File: src/rtl/mw_add_seq_pkg.sv
// ----------------------------------------------------------------------------
// mw_add_pkg : shared types and helpers for the sequential multi-word adder
// Rev 1.0
// ----------------------------------------------------------------------------
`default_nettype none

package mw_add_pkg;

  typedef enum logic [1:0] {
    IDLE = 2'd0,
    RUN  = 2'd1,
    DONE = 2'd2
  } state_t;

  // Two's-complement overflow: like-signed operands giving an opposite-signed result.
  function automatic logic signed_ovf(input logic a_msb, input logic b_msb, input logic s_msb);
    return (a_msb == b_msb) && (s_msb != a_msb);
  endfunction

endpackage

`default_nettype wire

File: src/rtl/mw_add_seq_if.sv
// ----------------------------------------------------------------------------
// mw_add_seq_if : operand/result handshake bundle for mw_add_seq
// Rev 1.0
// ----------------------------------------------------------------------------
`default_nettype none

interface mw_add_seq_if #(
  parameter int N = 8,
  parameter int W = 4
);

  logic           in_valid;
  logic           in_ready;
  logic [N*W-1:0] a;
  logic [N*W-1:0] b;
  logic           ci;
  logic           out_valid;
  logic           out_ready;
  logic [N*W-1:0] sum;
  logic           co;
  logic           ovf;

  modport master (
    output in_valid, a, b, ci, out_ready,
    input  in_ready, out_valid, sum, co, ovf
  );

  modport slave (
    input  in_valid, a, b, ci, out_ready,
    output in_ready, out_valid, sum, co, ovf
  );

endinterface

`default_nettype wire

File: src/rtl/mw_add_seq_n_adder.sv
// ----------------------------------------------------------------------------
// n_adder : N-bit ripple adder with carry-in and carry-out
// Rev 1.0
// ----------------------------------------------------------------------------
`default_nettype none

module n_adder #(
  parameter int N = 8
) (
  input  wire logic [N-1:0] A,
  input  wire logic [N-1:0] B,
  input  wire logic         ci,
  output logic      [N-1:0] S,
  output logic              co
);

  assign {co, S} = {1'b0, A} + {1'b0, B} + {{N{1'b0}}, ci};

endmodule

`default_nettype wire

File: src/rtl/mw_add_seq.sv
// ----------------------------------------------------------------------------
// mw_add_seq : sequential N*W-bit adder, one N-bit chunk per cycle, LSB first
// Rev 1.0
// ----------------------------------------------------------------------------
`default_nettype none

module mw_add_seq
  import mw_add_pkg::*;
#(
  parameter int N = 8,
  parameter int W = 4
) (
  input wire logic   clk,
  input wire logic   rst,
  mw_add_seq_if.slave bus
);

  localparam int               IDX_W    = $clog2(W);
  localparam logic [IDX_W-1:0] LAST_IDX = IDX_W'(W - 1);

  state_t           state_q;
  logic [IDX_W-1:0] idx_q;
  logic             carry_q;
  logic [N*W-1:0]   a_q;
  logic [N*W-1:0]   b_q;
  logic [N-1:0]     sum_q [W];
  logic             co_q;
  logic             ovf_q;

  logic [N-1:0]     a_chunk [W];
  logic [N-1:0]     b_chunk [W];
  logic [N-1:0]     chunk_s;
  logic             chunk_co;

  for (genvar g = 0; g < W; g++) begin : g_chunk
    assign a_chunk[g]          = a_q[g*N +: N];
    assign b_chunk[g]          = b_q[g*N +: N];
    assign bus.sum[g*N +: N]   = sum_q[g];
  end

  n_adder #(.N(N)) u_n_adder (
    .A  (a_chunk[idx_q]),
    .B  (b_chunk[idx_q]),
    .ci (carry_q),
    .S  (chunk_s),
    .co (chunk_co)
  );

  always_ff @(posedge clk) begin
    if (rst) begin
      state_q <= IDLE;
      idx_q   <= '0;
      carry_q <= 1'b0;
      a_q     <= '0;
      b_q     <= '0;
      co_q    <= 1'b0;
      ovf_q   <= 1'b0;
      for (int i = 0; i < W; i++) sum_q[i] <= '0;
    end else begin
      case (state_q)
        IDLE: begin
          if (bus.in_valid) begin
            a_q     <= bus.a;
            b_q     <= bus.b;
            carry_q <= bus.ci;
            idx_q   <= '0;
            state_q <= RUN;
          end
        end
        RUN: begin
          sum_q[idx_q] <= chunk_s;
          carry_q      <= chunk_co;
          // idx holds at the last chunk rather than wrapping; IDLE re-zeroes it.
          if (idx_q == LAST_IDX) begin
            co_q    <= chunk_co;
            ovf_q   <= signed_ovf(a_q[N*W-1], b_q[N*W-1], chunk_s[N-1]);
            state_q <= DONE;
          end else begin
            idx_q <= idx_q + 1'b1;
          end
        end
        DONE: begin
          if (bus.out_ready) state_q <= IDLE;
        end
        default: state_q <= IDLE;
      endcase
    end
  end

  assign bus.in_ready  = (state_q == IDLE) && !rst;
  assign bus.out_valid = (state_q == DONE);
  assign bus.co        = co_q;
  assign bus.ovf       = ovf_q;

endmodule

`default_nettype wire

File: src/flat_wrapper.sv
// flat-port wrapper written by rule: the top's interface ports become plain ports
module mw_add_seq_flat import mw_add_pkg::*;
#(
  parameter int N = 8,
  parameter int W = 4
)
  (clk, rst, bus_in_valid, bus_a, bus_b, bus_ci, bus_out_ready, bus_in_ready, bus_out_valid, bus_sum, bus_co, bus_ovf);
  mw_add_seq_if #(.N(N), .W(W)) bus_i ();
  input wire logic clk;
  input wire logic rst;
  input wire logic [$bits(bus_i.in_valid)-1:0] bus_in_valid;
  input wire logic [$bits(bus_i.a)-1:0] bus_a;
  input wire logic [$bits(bus_i.b)-1:0] bus_b;
  input wire logic [$bits(bus_i.ci)-1:0] bus_ci;
  input wire logic [$bits(bus_i.out_ready)-1:0] bus_out_ready;
  output wire logic [$bits(bus_i.in_ready)-1:0] bus_in_ready;
  output wire logic [$bits(bus_i.out_valid)-1:0] bus_out_valid;
  output wire logic [$bits(bus_i.sum)-1:0] bus_sum;
  output wire logic [$bits(bus_i.co)-1:0] bus_co;
  output wire logic [$bits(bus_i.ovf)-1:0] bus_ovf;
  assign bus_i.in_valid = bus_in_valid;
  assign bus_i.a = bus_a;
  assign bus_i.b = bus_b;
  assign bus_i.ci = bus_ci;
  assign bus_i.out_ready = bus_out_ready;
  assign bus_in_ready = bus_i.in_ready;
  assign bus_out_valid = bus_i.out_valid;
  assign bus_sum = bus_i.sum;
  assign bus_co = bus_i.co;
  assign bus_ovf = bus_i.ovf;
  mw_add_seq #(.N(N), .W(W)) u_core (.clk(clk), .rst(rst), .bus(bus_i));
endmodule
File: config.mk
export PLATFORM = sky130hd
export DESIGN_NAME = mw_add_seq_flat
export DESIGN_NICKNAME = d
export VERILOG_FILES = /design/src/rtl/mw_add_seq_pkg.sv /design/src/rtl/mw_add_seq_if.sv /design/src/rtl/mw_add_seq_n_adder.sv /design/src/rtl/mw_add_seq.sv /design/src/flat_wrapper.sv
export SDC_FILE = /design/constraint.sdc
export NUM_CORES = 1
export LEC_CHECK = 0
export BUFFER_PORTS_ARGS = -buffer_cell sky130_fd_sc_hd__buf_2
export CORE_MARGIN = 2
export CORE_UTILIZATION = 30
export DETAILED_ROUTE_END_ITERATION = 16
export PLACE_DENSITY = 0.49
export SETUP_SLACK_MARGIN = 0.05
export SYNTH_ARGS = -nofsm -noshare
export SYNTH_HDL_FRONTEND = slang
export SYNTH_SLANG_ARGS = --single-unit
File: constraint.sdc
create_clock -name clk -period 6 [get_ports clk]
set_clock_uncertainty 0.05 [all_clocks]
set_input_delay 0.6 -clock clk [delete_from_list [all_inputs] [get_ports clk]]
set_output_delay 0.6 -clock clk [all_outputs]
set_load 0.02 [all_outputs]
After elaboration in Yosys (flattened, before gate mapping)
Memory sizes are Yosys's and may differ from the RTL's.
Index checks and enable logic that the tools add are counted.
{"block": "classes", "add_sub_neg": 3, "order_cmp": 1, "eq_ne": 9, "mux": 23, "n_bitwise": 1, "reduce_logical": 11}
{"op": "2-to-1 mux 8 bit", "n": 5}
{"op": "binary-select mux 8 bit (select 2 bit)", "n": 2}
{"op": "2-to-1 mux 2 bit", "n": 6}
{"op": "adder 8 x 8 -> 9 bit", "n": 1}
{"op": "adder 9 x 1 -> 9 bit", "n": 1}
{"op": "OR reduction 8 bit", "n": 1}
{"op": "2-to-1 mux 1 bit", "n": 7}
{"op": "inequality test 2 bit (second input constant)", "n": 3}
{"op": "one-hot mux 2 bit (3 select lines)", "n": 1}
{"op": "AND reduction 2 bit", "n": 3}
{"op": "AND reduction 3 bit", "n": 2}
{"op": "== test 2 bit (second input constant)", "n": 2}
{"op": "one-hot mux 2 bit (2 select lines)", "n": 1}
{"op": "greater-or-equal comparator 3 bit (second input constant)", "n": 1}
{"op": "NOT 2 -> 3 bit", "n": 1}
{"op": "adder 2 x 1 -> 2 bit (second input constant)", "n": 1}
{"op": "== test 2 x 1 -> 1 bit (second input constant)", "n": 1}
{"op": "logical AND 1 bit", "n": 2}
{"op": "zero test 2 bit", "n": 1}
{"op": "inequality test 2 x 1 -> 1 bit (second input constant)", "n": 1}
{"op": "one-hot mux 1 bit (2 select lines)", "n": 1}
{"op": "nonzero test 2 bit", "n": 1}
{"op": "== test 1 bit", "n": 1}
{"op": "zero test 1 bit", "n": 1}
{"op": "inequality test 1 bit", "n": 1}
{"block": "totals", "regBits": 71, "ram_bits": 32, "inputBits": 69, "out_inout_bits": 36, "wordCells": 56, "mem_count": 1}
{"name": "u_core.sum_q", "words": 4, "word_bits": 8, "rd": 4, "rd_clocked_by_memory_dff": 0, "write_ports": 4, "line_no": "mw_add_seq.sv:26", "rtl": "logic [N-1:0] sum_q [W];"}

Depth between registers and ports, before layout
Gate-level depths: netlist (run 1).
{"block": "logic_depth", "ltp_word": 8, "depth_mapped": 9, "depth_no_buf": 8}

Hierarchy
A second synthesis (run 1) with hierarchy kept.
{"block": "unflattened", "hier_cells": 457, "area_unflattened_um2": 4548.1}
{"module": "mw_add_seq", "instances": 1, "cells_each": 414, "area_per_inst_um2": 4184.0, "seq_area_each_um2": 2382.3}
{"module": "n_adder", "instances": 1, "cells_each": 43, "area_per_inst_um2": 364.1, "seq_area_each_um2": 0.0}

Worst setup path before layout (run 1)
No wires, ideal clock.
{"block": "synth_path", "path_type": "register to register", "from": "register u_core.idx_q[0]", "to": "memory u_core.sum_q[0][6] (data pin)", "setup_time_ps": 176, "t_arrival_ps": 3017, "required_time_ps": 5774, "setup_slack_ps": 2757, "path_stages_with_launch": 10, "path_buffers": 1, "period_less_slack_ps": 3243, "cell_sequence": "dfxtp_1 > buf_2 > mux4_2 > fa_1 > fa_1 > a21o_1 > a21oi_1 > o21ai_0 > and3_1 > nor4_1"}
{"element": "start, declared", "line_no": "mw_add_seq.sv:22", "rtl": "logic [IDX_W-1:0] idx_q;"}
{"element": "start signal, assigned", "line_no": "mw_add_seq.sv:79", "rtl": "idx_q <= idx_q + 1'b1;"}
{"element": "end, declared", "line_no": "mw_add_seq.sv:26"}

==> results of run 1 <==
[cell usage in the layout (no fill, tap or decap), drive strengths merged, types with 4 or more instances in the layout]
| cell | n |
|---|---|
| nor2 | 35 |
| clkbuf | 9 |
| ha | 8 |
| inv | 9 |
| nand2 | 133 |
| buf | 108 |
| dfxtp | 71 |
| a211oi | 4 |
| nor3 | 4 |
| edfxtp | 32 |
| clkinvlp | 4 |
| a21oi | 73 |
| nand2b | 8 |
| mux4 | 16 |
[layer usage]
| metal | wire length (µm) | GRT usage | vias to the layer above |
|---|---|---|---|
| met4 | 167 | 0.0449 | 0 |
| met2 | 5470 | 0.246 | 91 |
| li1 | - | - | 1739 |
| met3 | 551 | 0.0326 | 12 |
| met1 | 5110 | 0.195 | 1625 |
| met5 | 0 | 0 | - |
[registers in the layout, summed over array words and instances, names as in the netlist]
register / flops
u_core.a_q: 32
u_core.b_q: 32
u_core.sum_q: 32
u_core.idx_q: 2
u_core.state_q: 2
u_core.bus.co: 1
u_core.bus.ovf: 1
u_core.carry_q: 1
[layout make-up]
class | instances | area, µm² | area share
sequential | 103 | 2380 | 0.448
multi-input combinational | 316 | 1850 | 0.348
timing repair buffer | 108 | 551 | 0.103
tap | 184 | 230 | 0.0433
clock buffer | 9 | 225 | 0.0423
clock inverter | 7 | 48.8 | 0.00917
inverter | 8 | 30.0 | 0.00564
[synth_stat cells, drive strengths merged, types with 2 or more instances]
library cell  instances
inv                   8
nor3                  4
edfxtp               32
dfxtp                71
a21o                  3
clkbuf               25
ha                    8
fa                    2
o211ai                2
nor4                  2
nor2b                 2
or2                   3
and3                  2
a211oi                4
o21ai                 2
xor2                  3
mux4                 16
nor2                 35
nand2               133
nand2b                8
buf                   5
or3                   3
a21oi                73
[critical path, cell delays in order, from the launching register on]
cell and delay (ps):
dfxtp_1 910, mux4_2 440, fa_1 510, fa_1 430, a21o_1 190, a21oi_1 230, o21ai_0 170, and3_1 260
nor4_1 280
[stage by stage]
stage | utilization | power, mW | area, µm²
global route | 0.370 | 1.59 | 5320
floorplan | - | 0.924 | 4370
detailed placement | 0.351 | 1.00 | 5050
finish | 0.370 | 1.52 | 5320
CTS | 0.370 | 1.53 | 5320
global placement | 0.351 | 0.998 | 5050
[where the power goes]
part | leakage [nW] | switching [mW] | internal (mW)
clock | 0.123 | 0.255 | 0.281
sequential | 0.914 | 0.0250 | 0.756
combinational | 1.15 | 0.122 | 0.0795
total | 2.19 | 0.402 | 1.12
[logic make-up after synthesis]
logic type | count (synthesis) | share of synthesized area
AND/OR/NAND/NOR | 194 | 0.180
flip-flops | 103 | 0.545
AO/OA/AOI/OAI | 92 | 0.120
buffers and inverters | 38 | 0.0329
multiplexers | 16 | 0.0824
adder cells (fa/ha/maj) | 10 | 0.0320
XOR/XNOR | 4 | 0.00801
[worst max path at each step]
stage,startpoint,endpoint,slack [ps],cells after the start
global route,u_core.idx_q[1],u_core.sum_q[0][6],2070,8
global placement,u_core.idx_q[0],u_core.sum_q[0][6],2470,8
finish,u_core.idx_q[1],u_core.sum_q[0][6],2330,8
CTS,u_core.idx_q[1],u_core.sum_q[0][6],2330,8
detailed placement,u_core.idx_q[1],u_core.sum_q[0][6],2350,8
floorplan,u_core.idx_q[0],u_core.sum_q[0][6],2760,9
==> results.sh, run 1 <==
export IMPL_slew_viol_final=0
export IMPL_worstReg2RegStart="u_core.idx_q[1]"
export IMPL_cts_setup_buffers=0
export IMPL_drt_total_wl_um=11300
export IMPL_final_nets=625
export IMPL_fill_cells=1472
export IMPL_start_util=0.304
export IMPL_synth_edf_count=32
export IMPL_ir_drop_mv=0.127
export IMPL_p_leak_nw=2.19
export IMPL_worstHoldStart="u_core.a_q[14]"
export IMPL_cts_tree="built"
export IMPL_layout_cells_non_filler=735
export IMPL_post_route_period_util=0.611
export IMPL_synth_cell_types=38
export IMPL_fp_dieW_um=125
export IMPL_clk_pin_slew_ps=70
export IMPL_critical_path_required_ps=6100
export IMPL_antenna_left=0
export IMPL_r2r_slack_ps=2330
export IMPL_powerDensity_mw_per_mm2=285
export IMPL_hold_path_class="flop to flop"
export IMPL_reg2reg_to="u_core.sum_q[0][6]"
export IMPL_tightest_slew_ps=892
export IMPL_drive_above_1_share=0.267
export IMPL_cp_start_kind="flop"
export IMPL_hpwlAfterDp_um=8310
export IMPL_cts_resized=0
export IMPL_worst_slack_ps=2330
export IMPL_synthArstFlopShare=0
export IMPL_place_gp_congestion=0.857
export IMPL_dp_cells=719
export IMPL_netlist_instances=457
export IMPL_num_vias=3467
export IMPL_drc_errors=0
export IMPL_ys_seq_area_frac=0.545
export IMPL_syn_num_nets=536
export IMPL_synth_area_leaders="dfxtp_1, edfxtp_1, nand2_1"
export IMPL_via_per_inst=4.72
export IMPL_clk_latency_ps=340
export IMPL_outcome="completed"
export IMPL_clock_path_buffers=2
export IMPL_grt_overflow=0
export IMPL_die_area_mm2=0.0156
export IMPL_ctsHoldBuffers=0
export IMPL_tns_ps=0
export IMPL_antenna_found_initial=0
export IMPL_slew_headroom=0.405
export IMPL_grt_pass1_wl_um=18400
export IMPL_holdPathEnd="u_core.a_q[14]"
export IMPL_maxCapViolCount=0
export IMPL_syn2layout_area_growth_pct=21.7
export IMPL_cts_made_buffers=9
export IMPL_coreArea_mm2=0.0144
export IMPL_synth_ff_type="dfxtp_1"
export IMPL_avgSynthCellArea_um2=9.57
export IMPL_syn_area_mm2=0.00437
export IMPL_rows=44
export IMPL_initialDrtViolationCount=246
export IMPL_synth_largest_area_cell="dfxtp_1"
export IMPL_grt_max_degree=80
export IMPL_pin_count=105
export IMPL_critPathCaptureType="flop"
export IMPL_wl_per_cell_um=15.4
export IMPL_synth_top_area_share=0.325
export IMPL_synth_seq_cells=103
export IMPL_grt_pass1_vias=3524
export IMPL_r2r_cells=8
export IMPL_n_antenna_cell=0
export IMPL_die_y_um=125
export IMPL_rsz0062_at_grt="false"
export IMPL_worstPathMaxFanout=22
export IMPL_h_tree_depth=3
export IMPL_setup_viol=0
export IMPL_cts_sink_count=103
export IMPL_grt_util_all_layers=0.149
export IMPL_critPathKind="flop to flop"
export IMPL_place_port_buffers=104
export IMPL_ys_warn_count=0
export IMPL_cts_root_buf="clkbuf_16"
export IMPL_worst_ep_arrival_time_ps=3770
export IMPL_drtPass1Iterations=4
export IMPL_fmax_mhz=273
export IMPL_fin_hold_ws_ps=402
export IMPL_period_needed_ps=3670
export IMPL_hold_path_depth=2
export IMPL_finalHoldViolCount=0
export IMPL_placement_setup_worst_slack_ps=2350
(Power assumes the default switching activity.)
==> run 2, diff against run 1 <==
PLACE_DENSITY = 0.51   (was 0.49)
clock period = 3.1 ns   (was 6 ns; I/O delays follow)
==> results.sh, run 2 (synthesized netlist as in run 1, its figures left out) <==
export IMPL_outcome="completed"
export IMPL_final_cell_area_mm2=0.00547
export IMPL_cts_sink_count=103
export IMPL_post_route_period_util=0.952
export IMPL_start_util=0.304
export IMPL_maxCapViolCount=0
export IMPL_finalHoldViolCount=0
export IMPL_initialDrtViolationCount=234
export IMPL_cts_made_buffers=9
export IMPL_critical_path_required_ps=3230
export IMPL_clk_latency_ps=360
export IMPL_setup_viol=0
export IMPL_hold_path_depth=3
export IMPL_slew_headroom=0.541
export IMPL_antenna_found_initial=0
export IMPL_rows=44
export IMPL_drt_total_wl_um=11300
export IMPL_grt_max_degree=48
export IMPL_n_antenna_cell=0
export IMPL_wl_per_cell_um=15.3
export IMPL_cp_start_kind="flop"
export IMPL_power_mw=3.09
export IMPL_h_tree_depth=3
export IMPL_cts_tree="built"
export IMPL_fp_dieW_um=125
export IMPL_clk_pin_slew_ps=70
export IMPL_coreArea_mm2=0.0144
export IMPL_syn2layout_area_growth_pct=25.2
export IMPL_fmax_mhz=339
export IMPL_postPlaceCellArea_mm2=0.00512
export IMPL_layout_commonest_cell="nand2_1"
export IMPL_grt_pass1_vias=3451
export IMPL_grt_overflow=0
export IMPL_layout_common_cells="nand2_1, buf_2, a21oi_1, dfxtp_1, nor2_1"
export IMPL_final_util=0.381
export IMPL_num_vias=3514
export IMPL_cp_startpoint="u_core.idx_q[0]"
export IMPL_antenna_left=0
export IMPL_ir_drop_mv=0.239
export IMPL_worstHoldStart="bus_b[28]"
export IMPL_pin_count=105
export IMPL_worst_ep_arrival_time_ps=3080
export IMPL_via_per_inst=4.73
export IMPL_critPathCaptureType="flop"
export IMPL_tightest_slew_ps=686
export IMPL_final_nets=633
export IMPL_r2r_cells=8
export IMPL_drtPass1Iterations=4
export IMPL_grt_pass1_wl_um=18100
export IMPL_place_gp_congestion=0.741
export IMPL_powerDensity_mw_per_mm2=565
export IMPL_place_port_buffers=104
export IMPL_slew_viol_final=0
export IMPL_drc_errors=0
export IMPL_critPathKind="flop to flop"
export IMPL_die_y_um=125
export IMPL_grt_util_all_layers=0.149
export IMPL_die_area_mm2=0.0156
export IMPL_hold_path_class="input port to flop"
export IMPL_reg_top3="u_core.a_q x32, u_core.b_q x32, u_core.sum_q x32"
export IMPL_p_leak_nw=2.25
export IMPL_hpwlAfterDp_um=8370
export IMPL_period_needed_ps=2950
export IMPL_worstReg2RegStart="u_core.idx_q[0]"
export IMPL_dp_cells=727
export IMPL_worstPathMaxFanout=4
export IMPL_drive_above_1_share=0.293
export IMPL_fill_cells=1461
export IMPL_clock_path_buffers=2
export IMPL_cts_root_buf="clkbuf_16"
export IMPL_layout_cells_non_filler=743
export IMPL_tns_ps=0
-- run 2: power breakdown --
group	total, mW	internal, mW	switching, mW
Sequential	1.51	1.46	0.0436
Clock	1.17	0.652	0.515
Combinational	0.418	0.169	0.249
-- run 2: path summary, 6_finish.rpt --
kind	endpoint	slack (ps)
worst max-delay path	u_core.sum_q[2][6]	150
worst min-delay path	u_core.b_q[28]	140
worst min register to register	u_core.b_q[17]	400
worst max register to register	u_core.sum_q[2][6]	150
-- run 2: metal layers --
layer | vias to the layer above | part of all wire | track usage
li1 | 1756 | - | -
met1 | 1650 | 0.49 | 0.212
met2 | 94 | 0.45 | 0.222
met3 | 14 | 0.048 | 0.0361
met4 | 0 | 0.015 | 0.0502
met5 | - | 0 | 0
-- run 2: area by class of cell --
cell class	instances	area [µm²]	share of cell area
flip-flops and latches	103	2390	0.436
inverters	8	30.0	0.00549
repair buffers	116	639	0.117
well taps	184	230	0.0421
clock inverters	6	67.6	0.0123
multi-input cells	316	1880	0.344
clock buffers	10	239	0.0437
-- run 2: per-stage QoR --
stage,hold slack (ps),worst slack (ps)
5_1_grt,134,-7.71
3_5_place_dp,394,63.4
6_report,137,148
4_1_cts,129,99.1
2_1_floorplan,383,52.2
3_3_place_gp,395,111
-- run 2: critical path, stage by stage, from the launching register on --
cell and delay, ps:
dfxtp_4 390, mux4_2 540, fa_2 420, fa_2 370, a21o_1 200, a21oi_2 160
o21ai_1 110, and3_2 270, nor4_2 260
-- run 2: repair_timing --
action                     4_1_cts  5_1_grt
setup endpoints to repair        3        6
setup buffers                    0        0
pin swaps                        0        1
hold buffers                     0        0
gates resized for setup          1       12
==> run 3, diff against run 2 <==
PLACE_DENSITY = 0.5   (was 0.51)
SYNTH_HIERARCHICAL = 1   (was default)
==> results.sh, run 3 <==
export IMPL_tightest_slew_ps=819
export IMPL_grt_use_met3=0.0356
export IMPL_synth_most_common_cell="nand2_1"
export IMPL_rsz0062_at_grt="false"
export IMPL_synth_largest_area_cell="dfxtp_1"
export IMPL_tns_ps=0
export IMPL_antenna_left=0
export IMPL_pin_count=105
export IMPL_rows=45
export IMPL_drtPass1Iterations=4
export IMPL_slew_headroom=0.450
export IMPL_slew_viol_final=0
export IMPL_grt_util_all_layers=0.147
export IMPL_power_frac_clock=0.380
export IMPL_grt_pass1_vias=3544
export IMPL_ys_warn_count=6
export IMPL_worstReg2RegStart="u_core/idx_q[0]"
export IMPL_grt_overflow=0
export IMPL_yosys_top_cells_count="nand2_1, a21oi_1, dfxtp_1, and2_1, edfxtp_1"
export IMPL_period_needed_ps=2900
export IMPL_hold_path_class="input port to flop"
export IMPL_power_mw=3.13
export IMPL_ys_seq_area_frac=0.524
export IMPL_synthArstFlopShare=0
export IMPL_critPathKind="flop to flop"
export IMPL_drc_errors=0
export IMPL_die_area_mm2=0.0162
export IMPL_via_per_inst=4.76
export IMPL_cts_root_buf="clkbuf_16"
export IMPL_drive_above_1_share=0.287
export IMPL_cts_sink_count=103
export IMPL_synth_seq_cells=103
export IMPL_synth_area_leaders="dfxtp_1, edfxtp_1, nand2_1"
export IMPL_grtUsageMet1=0.188
export IMPL_critical_path_required_ps=3160
export IMPL_grt_pass1_wl_um=18200
export IMPL_final_nets=632
export IMPL_antenna_found_initial=0
export IMPL_synth_edf_count=32
export IMPL_reg_top3="u_core/a_q x32, u_core/b_q x32, u_core/sum_q x32"
export IMPL_final_cell_area_mm2=0.00554
export IMPL_syn2layout_area_growth_pct=21.9
export IMPL_grt_max_degree=69
export IMPL_setup_viol=0
export IMPL_switching_share=0.251
export IMPL_ff_latch_area_mm2=0.00238
export IMPL_clock_path_buffers=2
export IMPL_layout_cells_non_filler=746
export IMPL_place_port_buffers=104
export IMPL_cts_tree="built"
export IMPL_clk_pin_slew_ps=70
export IMPL_fmax_mhz=345
export IMPL_use_met2=0.243
export IMPL_outcome="completed"
export IMPL_ctsHoldBuffers=0
export IMPL_wl_per_cell_um=15.2
export IMPL_synth_top_area_share=0.313
export IMPL_postPlaceCellArea_mm2=0.00522
export IMPL_grt_busiest_layer="met2"
export IMPL_hpwlAfterDp_um=8540
export IMPL_finalHoldViolCount=0
export IMPL_critPathCaptureType="flop"
export IMPL_cp_startpoint="u_core/idx_q[0]"
export IMPL_post_route_period_util=0.935
export IMPL_synth_ff_type="dfxtp_1"
export IMPL_initialDrtViolationCount=204
export IMPL_synth_cell_types=43
export IMPL_syn_area_mm2=0.00455
export IMPL_coreArea_mm2=0.0150
export IMPL_clk_latency_ps=350
export IMPL_p_leak_nw=2.24
export IMPL_ir_drop_mv=0.245
export IMPL_maxCapViolCount=0
export IMPL_cp_start_kind="flop"
export IMPL_cts_made_buffers=9
export IMPL_dp_cells=730
export IMPL_num_vias=3549
export IMPL_place_gp_congestion=0.754
export IMPL_seq_power_share=0.481
export IMPL_drt_total_wl_um=11400
export IMPL_placement_setup_worst_slack_ps=200
export IMPL_comb_power_share=0.139
export IMPL_n_antenna_cell=0
export IMPL_start_util=0.303
export IMPL_die_y_um=127
export IMPL_multi_input_area_mm2=0.00199
export IMPL_layout_common_cells="nand2_1, buf_2, a21oi_1, dfxtp_1"
export IMPL_worst_slack_ps=200
export IMPL_p_switching_uw=785
export IMPL_fp_dieW_um=127
export IMPL_powerDensity_mw_per_mm2=564
export IMPL_worstPathMaxFanout=17
export IMPL_avgSynthCellArea_um2=9.95
export IMPL_layout_commonest_cell="nand2_1"
export IMPL_netlist_instances=457
export IMPL_worst_ep_arrival_time_ps=2960
export IMPL_p_int_mw=2.34
export IMPL_syn_num_nets=536
export IMPL_h_tree_depth=3
export IMPL_fill_cells=1534
export IMPL_worstHoldStart="bus_a[18]"
-- run 3: cell types whose count changed after synthesis, sizes merged, moves of 3 or more --
| cell | delta |
|---|---|
| inv | -3 |
| nor2 | -29 |
| nand2b | -6 |
| nand3 | +4 |
| buf | +15 |
| or3 | -3 |
| clkbuf | -15 |
| a211oi | -3 |
| and2 | +31 |
-- run 3: worst paths after layout --
| kind | end | slack, ps | cells after the start |
|---|---|---|---|
| worst min register to register | u_core/a_q[21] | 400 | 2 |
| worst max register to register | u_core/sum_q[3][6] | 200 | 9 |
| worst min-delay path | u_core/a_q[18] | 140 | 3 |
| worst max-delay path | u_core/sum_q[3][6] | 200 | 9 |
-- run 3: kinds of logic after synthesis --
logic type                 after synthesis  synth area share
buffers and inverters                   35            0.0413
xor gates and xnor gates                 4           0.00770
adders and majority gates               10            0.0308
DFF                                    103             0.524
and+or+nand+nor                        200             0.204
AOI/OAI and AO/OA                       87             0.109
muxes                                   18            0.0836
-- run 3: layout make-up --
| cell class | instances | area share |
|---|---|---|
| timing repair buffer | 115 | 0.109 |
| tap | 188 | 0.0424 |
| sequential | 103 | 0.430 |
| clock inverter | 6 | 0.0153 |
| inverter | 5 | 0.00339 |
| multi-input combinational | 319 | 0.359 |
| clock buffer | 10 | 0.0413 |
-- run 3: what timing repair did --
item                                    CTS  global route
endpoints found under the hold margin     0             0
gates resized for setup                   0             2
endpoints found under the setup margin    0             1
buffers inserted                          0             0
-- run 3: metrics by stage --
stage / hold slack (ps) / util
5_1_grt: 138 / 0.369
4_1_cts: 127 / 0.368
6_report: 138 / 0.369
3_3_place_gp: 394 / 0.347
3_5_place_dp: 397 / 0.347
2_1_floorplan: 383 / -
-- run 3: power groups by stage --
stage / logic, mW / clock network, mW / registers (mW)
floorplan: 0.262 / 0 / 1.55
global placement: 0.428 / 0 / 1.54
detailed placement: 0.439 / 0 / 1.54
CTS: 0.440 / 1.22 / 1.51
global route: 0.483 / 1.28 / 1.51
finish: 0.433 / 1.19 / 1.51
-- run 3: critical path, cell delays in order, from the launching register on --
cell and delay [ps]:
dfxtp_1 380, buf_4 280, mux4_2 390, fa_1 460
fa_1 420, a21oi_1 210, nor2_1 70, nor2_2 120
xnor2_1 130, and2_1 160
-- run 3: layer usage --
| metal | wire [µm] | up-vias |
|---|---|---|
| li1 | - | 1764 |
| met1 | 5180 | 1691 |
| met2 | 5510 | 79 |
| met3 | 477 | 15 |
| met4 | 184 | 0 |
| met5 | 0 | - |
